### src/rtl/dsp48a1_slice_pkg.sv
// ============================================================================
// Module : dsp48a1_slice_pkg
// Brief  : OPMODE bit positions and X/Z mux select encodings for the slice.
// Rev    : 1.0  initial release
// ============================================================================
`default_nettype none
`timescale 1ns/1ps

package dsp48a1_slice_pkg;

  localparam int OPM_PREUSE  = 4;
  localparam int OPM_CIN     = 5;
  localparam int OPM_PRESUB  = 6;
  localparam int OPM_POSTSUB = 7;

  typedef enum logic [1:0] {
    X_ZERO = 2'd0,
    X_M    = 2'd1,
    X_P    = 2'd2,
    X_DAB  = 2'd3
  } xsel_e;

  typedef enum logic [1:0] {
    Z_ZERO = 2'd0,
    Z_PCIN = 2'd1,
    Z_P    = 2'd2,
    Z_C    = 2'd3
  } zsel_e;

endpackage

`default_nettype wire

### src/rtl/dsp_pipe_reg.sv
// ============================================================================
// Module : dsp_pipe_reg
// Brief  : One optional pipeline stage with clock enable and async reset.
// Rev    : 1.0  initial release
// ============================================================================
`default_nettype none
`timescale 1ns/1ps

module dsp_pipe_reg #(
  parameter int WIDTH = 18,
  parameter int REG   = 1
) (
  input  logic             clk_i,
  input  logic             rst_i,
  input  logic             ce_i,
  input  logic [WIDTH-1:0] d_i,
  output logic [WIDTH-1:0] q_o
);

  generate
    if (REG == 1) begin : g_reg
      logic [WIDTH-1:0] data_q;
      always_ff @(posedge clk_i or posedge rst_i) begin
        if (rst_i)     data_q <= '0;
        else if (ce_i) data_q <= d_i;
      end
      assign q_o = data_q;
    end else begin : g_bypass
      // Control pins are intentionally dead when the stage is a wire.
      logic unused_ctrl;
      assign unused_ctrl = clk_i ^ rst_i ^ ce_i;
      assign q_o = d_i;
    end
  endgenerate

endmodule

`default_nettype wire

### src/rtl/dsp48a1_slice.sv
// ============================================================================
// Module : dsp48a1_slice
// Brief  : DSP48A1-style slice: pre-adder, 18x18 multiplier, 48-bit post-adder.
// Rev    : 1.0  initial release
// ============================================================================
`default_nettype none
`timescale 1ns/1ps

module dsp48a1_slice
  import dsp48a1_slice_pkg::*;
#(
  parameter int    A0REG       = 0,
  parameter int    A1REG       = 1,
  parameter int    B0REG       = 0,
  parameter int    B1REG       = 1,
  parameter int    CREG        = 1,
  parameter int    DREG        = 1,
  parameter int    MREG        = 1,
  parameter int    PREG        = 1,
  parameter int    CARRYINREG  = 1,
  parameter int    CARRYOUTREG = 1,
  parameter int    OPMODEREG   = 1,
  parameter string CARRYINSEL  = "OPMODE5",
  parameter string B_INPUT     = "DIRECT"
) (
  input  logic        CLK,
  input  logic        RSTA,
  input  logic        RSTB,
  input  logic        RSTC,
  input  logic        RSTD,
  input  logic        RSTM,
  input  logic        RSTP,
  input  logic        RSTCARRYIN,
  input  logic        RSTOPMODE,
  input  logic [17:0] A,
  input  logic [17:0] B,
  input  logic [17:0] D,
  input  logic [17:0] BCIN,
  input  logic [47:0] C,
  input  logic [47:0] PCIN,
  input  logic        CARRYIN,
  input  logic [7:0]  OPMODE,
  input  logic        CEA,
  input  logic        CEB,
  input  logic        CEC,
  input  logic        CED,
  input  logic        CEM,
  input  logic        CEP,
  input  logic        CECARRYIN,
  input  logic        CEOPMODE,
  output logic [35:0] M,
  output logic [47:0] P,
  output logic [47:0] PCOUT,
  output logic [17:0] BCOUT,
  output logic        CARRYOUT,
  output logic        CARRYOUTF
);

  logic [7:0]  opm_q;
  logic [17:0] d_q, a0_q, a1_q, b0_d, b0_q, b1_d, b1_q, preadd;
  logic [35:0] m_d, m_q;
  logic [47:0] c_q, x_mux, z_mux, p_q;
  logic [48:0] post_d;
  logic        cin_d, cin_q, co_q;

  dsp_pipe_reg #(.WIDTH(8), .REG(OPMODEREG)) u_opm (
    .clk_i(CLK), .rst_i(RSTOPMODE), .ce_i(CEOPMODE), .d_i(OPMODE), .q_o(opm_q));

  dsp_pipe_reg #(.WIDTH(18), .REG(DREG)) u_d (
    .clk_i(CLK), .rst_i(RSTD), .ce_i(CED), .d_i(D), .q_o(d_q));

  dsp_pipe_reg #(.WIDTH(48), .REG(CREG)) u_c (
    .clk_i(CLK), .rst_i(RSTC), .ce_i(CEC), .d_i(C), .q_o(c_q));

  dsp_pipe_reg #(.WIDTH(18), .REG(A0REG)) u_a0 (
    .clk_i(CLK), .rst_i(RSTA), .ce_i(CEA), .d_i(A), .q_o(a0_q));

  dsp_pipe_reg #(.WIDTH(18), .REG(A1REG)) u_a1 (
    .clk_i(CLK), .rst_i(RSTA), .ce_i(CEA), .d_i(a0_q), .q_o(a1_q));

  generate
    if (B_INPUT == "CASCADE") begin : g_b_cascade
      logic unused_b;
      assign unused_b = ^B;
      assign b0_d = BCIN;
    end else if (B_INPUT == "DIRECT") begin : g_b_direct
      logic unused_bcin;
      assign unused_bcin = ^BCIN;
      assign b0_d = B;
    end else begin : g_b_invalid
      logic unused_bsrc;
      assign unused_bsrc = ^{B, BCIN};
      assign b0_d = '0;
    end
  endgenerate

  dsp_pipe_reg #(.WIDTH(18), .REG(B0REG)) u_b0 (
    .clk_i(CLK), .rst_i(RSTB), .ce_i(CEB), .d_i(b0_d), .q_o(b0_q));

  assign preadd = opm_q[OPM_PRESUB] ? (d_q - b0_q) : (d_q + b0_q);
  assign b1_d   = opm_q[OPM_PREUSE] ? preadd : b0_q;

  dsp_pipe_reg #(.WIDTH(18), .REG(B1REG)) u_b1 (
    .clk_i(CLK), .rst_i(RSTB), .ce_i(CEB), .d_i(b1_d), .q_o(b1_q));

  assign m_d = 36'(a1_q) * 36'(b1_q);

  dsp_pipe_reg #(.WIDTH(36), .REG(MREG)) u_m (
    .clk_i(CLK), .rst_i(RSTM), .ce_i(CEM), .d_i(m_d), .q_o(m_q));

  generate
    if (CARRYINSEL == "OPMODE5") begin : g_cin_opmode
      logic unused_carryin;
      assign unused_carryin = CARRYIN;
      assign cin_d = opm_q[OPM_CIN];
    end else if (CARRYINSEL == "CARRYIN") begin : g_cin_port
      assign cin_d = CARRYIN;
    end else begin : g_cin_invalid
      logic unused_carryin;
      assign unused_carryin = CARRYIN;
      assign cin_d = 1'b0;
    end
  endgenerate

  dsp_pipe_reg #(.WIDTH(1), .REG(CARRYINREG)) u_cin (
    .clk_i(CLK), .rst_i(RSTCARRYIN), .ce_i(CECARRYIN), .d_i(cin_d), .q_o(cin_q));

  always_comb begin
    x_mux = '0;
    case (xsel_e'(opm_q[1:0]))
      X_ZERO:  x_mux = '0;
      X_M:     x_mux = {12'd0, m_q};
      X_P:     x_mux = p_q;
      X_DAB:   x_mux = {d_q[11:0], a1_q, b1_q};
      default: x_mux = '0;
    endcase
  end

  always_comb begin
    z_mux = '0;
    case (zsel_e'(opm_q[3:2]))
      Z_ZERO:  z_mux = '0;
      Z_PCIN:  z_mux = PCIN;
      Z_P:     z_mux = p_q;
      Z_C:     z_mux = c_q;
      default: z_mux = '0;
    endcase
  end

  // Bit 48 is the carry on add and the borrow on subtract.
  assign post_d = opm_q[OPM_POSTSUB] ? ({1'b0, z_mux} - ({1'b0, x_mux} + 49'(cin_q)))
                                     : ({1'b0, z_mux} + {1'b0, x_mux} + 49'(cin_q));

  dsp_pipe_reg #(.WIDTH(48), .REG(PREG)) u_p (
    .clk_i(CLK), .rst_i(RSTP), .ce_i(CEP), .d_i(post_d[47:0]), .q_o(p_q));

  dsp_pipe_reg #(.WIDTH(1), .REG(CARRYOUTREG)) u_co (
    .clk_i(CLK), .rst_i(RSTP), .ce_i(CEP), .d_i(post_d[48]), .q_o(co_q));

  assign M         = m_q;
  assign P         = p_q;
  assign PCOUT     = p_q;
  assign BCOUT     = b1_q;
  assign CARRYOUT  = co_q;
  assign CARRYOUTF = co_q;

endmodule

`default_nettype wire

### config.mk
export PLATFORM = sky130hd
export DESIGN_NAME = dsp48a1_slice
export DESIGN_NICKNAME = d
export VERILOG_FILES = /design/src/rtl/dsp48a1_slice_pkg.sv /design/src/rtl/dsp_pipe_reg.sv /design/src/rtl/dsp48a1_slice.sv
export SDC_FILE = /design/constraint.sdc
export NUM_CORES = 2
export LEC_CHECK = 0
export CAP_MARGIN = 25
export CORE_MARGIN = 10
export CORE_UTILIZATION = 45
export DETAILED_ROUTE_END_ITERATION = 10
export DONT_BUFFER_PORTS = 1
export GPL_TIMING_DRIVEN = 0
export PLACE_DENSITY = 0.71
export SKIP_LAST_GASP = 1
export SLEW_MARGIN = 20
export SYNTH_ARGS = -nofsm -noshare
export SYNTH_HDL_FRONTEND = slang
export SYNTH_HIERARCHICAL = 1
export SYNTH_SLANG_ARGS = --single-unit
### constraint.sdc
create_clock -name CLK -period 13.9 [get_ports CLK]
set_input_delay 4.17 -clock CLK [delete_from_list [all_inputs] [get_ports CLK]]
set_output_delay 4.17 -clock CLK [all_outputs]
set_load 0.02 [all_outputs]
==> results.py <==
metrics = {
    "outcome": {
        "status": "finished, final reports clean",
    },
    "clocking": {
        "clk_path_buf_depth": 2,
        "cts_resized": 0,
        "clk_latency_ns": 0.51,
        "clkSlewWorstSetupHoldPaths_ns": 0.08,
        "cts_tree": "done",
        "cts_buffers": 17,
        "cts_root_buffer": "clkbuf_16",
        "clock-sinks": 196,
        "cts_max_level": 4,
        "postCtsSetupRepairBufs": 0,
        "postCtsHoldBufs": 0,
    },
    "yosys": {
        "postSynthAreaPerCell_um2": 9.26,
        "synth_cells": 3112,
        "synth-seq-cells": 196,
        "synth_edf_count": 0,
        "yosysSeqAreaShare_pct": 17.0,
        "yosys.cell_types.count": 89,
        "yosysWarnings": 6,
        "synth_area_um2": 28800,
        "syn_nets": 3834,
        "ys.flop_type": "dfrtp_1",
        "async_reset_ff_share_pct": 100,
    },
    "cells_and_area": {
        "final_util_pct": 48.3,
        "syn_to_final_growth_pct": 6.02,
        "multiInputGateArea_um2": 20900,
        "finalNonFillerCells": 3995,
        "drive_gt1_share_pct": 14.7,
        "register_area_um2": 4900,
        "nets": 3856,
        "nFillCells": 5987,
    },
    "setup_path": {
        "critPathRequiredTime_ns": 14.29,
        "crit_type": "reg -> reg",
        "path_cells": "clkbuf_1, clkbuf_1, nand2_1, fa_1, fa_1, fa_1, fa_1, inv_1, fa_1, inv_1, fa_1, inv_1, ha_1, a21oi_1, a21boi_0, a41o_1, a211o_1, nand3_1, a31oi_1, o31ai_1, o31ai_1, o41ai_1, xnor2_1, mux2_4",
        "max_stage_delay_ns": 0.62,
        "startpoint_type": "register",
        "path_common_cell": "fa_1",
        "cpMaxStageDelayCell": "clkbuf_1",
        "reg2reg_to": "u_m/q_o[33]",
        "arrival_ns": 8.93,
        "critPathCaptureType": "register",
        "rr_worst_depth": 24,
        "cp_max_fo": 10,
        "reg2reg_from": "u_b1/q_o[4]",
        "r2r_slack_ns": 5.35,
    },
    "place": {
        "dp_hpwl_um": 76300,
        "globalplace.congestion": 0.968,
        "placed_cells": 3959,
        "portBuffers": 0,
    },
    "drt": {
        "wl_met1_um": 39500,
        "num_vias": 22600,
        "viasPerCell": 5.66,
        "highest_layer": "met5",
        "wirelength_um": 93600,
        "dr_wl_met3_um": 9200,
        "drt_iter0_drc": 1996,
        "postRouteAntennaNets": 0,
        "wl_met2_um": 42400,
        "drc": 0,
        "detail_route.wl_per_cell_um": 23.4,
        "drt_first_pass_iters": 6,
    },
    "floorplan": {
        "coreArea_um2": 63300,
        "die_y_um": 273,
        "die-area_um2": 74600,
        "die_w_um": 273,
        "row_count": 92,
        "ios": 346,
        "start_util_pct": 45.5,
    },
    "sta": {
        "period_needed_ns": 8.55,
        "whs_ns": 0.510,
        "finalHoldViolCount": 0,
        "slew_violations": 0,
        "fin_crit_sh_pct": 61.5,
        "skew_ns": 0.0153,
        "fmax_mhz": 117,
        "slew_headroom_pct": 30.0,
        "tns_ns": 0,
        "worst_pin_slew_ns": 1.05,
        "rsz0062_at_grt": "no",
        "setup_viol": 0,
    },
    "global_routing": {
        "grt_overflow": 0,
        "antenna_found_initial": 2,
        "grt_use_total_pct": 24.9,
        "first_global_vias": 23100,
        "grt_max_degree": 49,
        "grt_first_pass_wirelength_um": 142000,
    },
    "worst_hold_path": {
        "hold-path-endpoint": "u_c/q_o[17]",
        "min_path_type": "reg -> reg",
        "min_path_cells": 1,
        "worstHoldStart": "u_c/q_o[17]",
    },
    "flow_run": {
        "drv_cap": 0,
    },
}
==> layout make-up <==
cell class                 count  area share (%)
antenna                        2          0.0164
buffer                       229            4.46
clock buffer                  18            1.40
clock inverter                14           0.626
inverter                     445            5.48
multi-input combinational   2242            68.4
sequential                   196            16.0
tap                          846            3.46
timing repair buffer           3           0.151
==> worst max path at each step <==
stage	from	slack, ns	endpoint
floorplan	PCIN[5]	6.27	u_p/q_o[32]
finish	u_b1/q_o[4]	5.35	u_m/q_o[33]
detailed placement	PCIN[0]	5.19	u_p/q_o[42]
CTS	u_b1/q_o[4]	5.50	u_m/q_o[33]
global placement	PCIN[0]	5.21	u_p/q_o[44]
global route	u_b1/q_o[4]	5.04	u_m/q_o[33]
==> metal layers <==
layer,track usage (%),vias to the layer above
li1,-,10300
met1,32.4,11200
met2,39.0,973
met3,7.83,126
met4,7.44,6
met5,0,-
==> cells in the mapped netlist, drive strengths merged, types with 45 or more instances <==
| cell | n | area (um2) |
|---|---|---|
| a21o | 57 | 430 |
| a21oi | 127 | 639 |
| a22o | 64 | 561 |
| and2 | 148 | 926 |
| buf | 121 | 958 |
| clkbuf | 108 | 405 |
| dfrtp | 196 | 4900 |
| fa | 261 | 5230 |
| ha | 267 | 3340 |
| inv | 445 | 1670 |
| mux2 | 294 | 3720 |
| nand2 | 291 | 1090 |
| nor2 | 119 | 447 |
| o21ai | 100 | 519 |
| xnor2 | 94 | 823 |
| xor2 | 45 | 394 |
==> cells by family (layout without fill, tap and decap cells) <==
group,after synthesis,count (layout),share of synthesized area (%)
AND/OR/NAND/NOR,738,738,12.4
flip-flops,196,196,17.0
multiplexers,319,319,13.8
adder cells (fa/ha/maj),528,528,29.7
other,0,2,0
XOR/XNOR,139,139,4.22
buffers and inverters,674,709,10.5
AO/OA/AOI/OAI,518,518,12.4
==> stage by stage <==
step                cell area, um2  setup slack [ns]
floorplan                    28800              6.27
global placement             29900              5.21
detailed placement           29900              5.19
CTS                          30500              5.50
global route                 30600              5.04
finish                       30600              5.35
==> worst max-delay path: cells and delay by family, from the launching register on <==
kind,cells,cell delay [ns]
XOR/XNOR,1,0.13
multiplexers,1,0.26
adder cells (fa/ha/maj),7,3.45
buffers and inverters,5,1.31
AO/OA/AOI/OAI,8,2.37
AND/OR/NAND/NOR,2,0.33
flip-flops,1,0.59
==> state kept, by name, indices dropped and copies added (netlist names) <==
name and flops:
u_a1/q_o 18, u_m/q_o 36, u_d/q_o 18, u_p/q_o 48
u_b1/q_o 18, u_opm/q_o 8, u_cin/q_o 1, u_co/q_o 1
u_c/q_o 48
==> cells in the final DEF (no fill, tap or decap), drive strengths merged, types with 64 or more instances in the layout <==
cell type  Yosys  routed
a21oi        127     127
clkbuf       108     126
buf          121     124
dfrtp        196     196
and2         148     148
fa           261     261
nor2         119     119
nand2        291     291
o21ai        100     100
mux2         294     294
xnor2         94      94
a22o          64      64
ha           267     267
inv          445     451
Power is left out: the tool's default activity adds up to more than one toggle a clock period on the data nets, which glitch-free logic cannot reach.
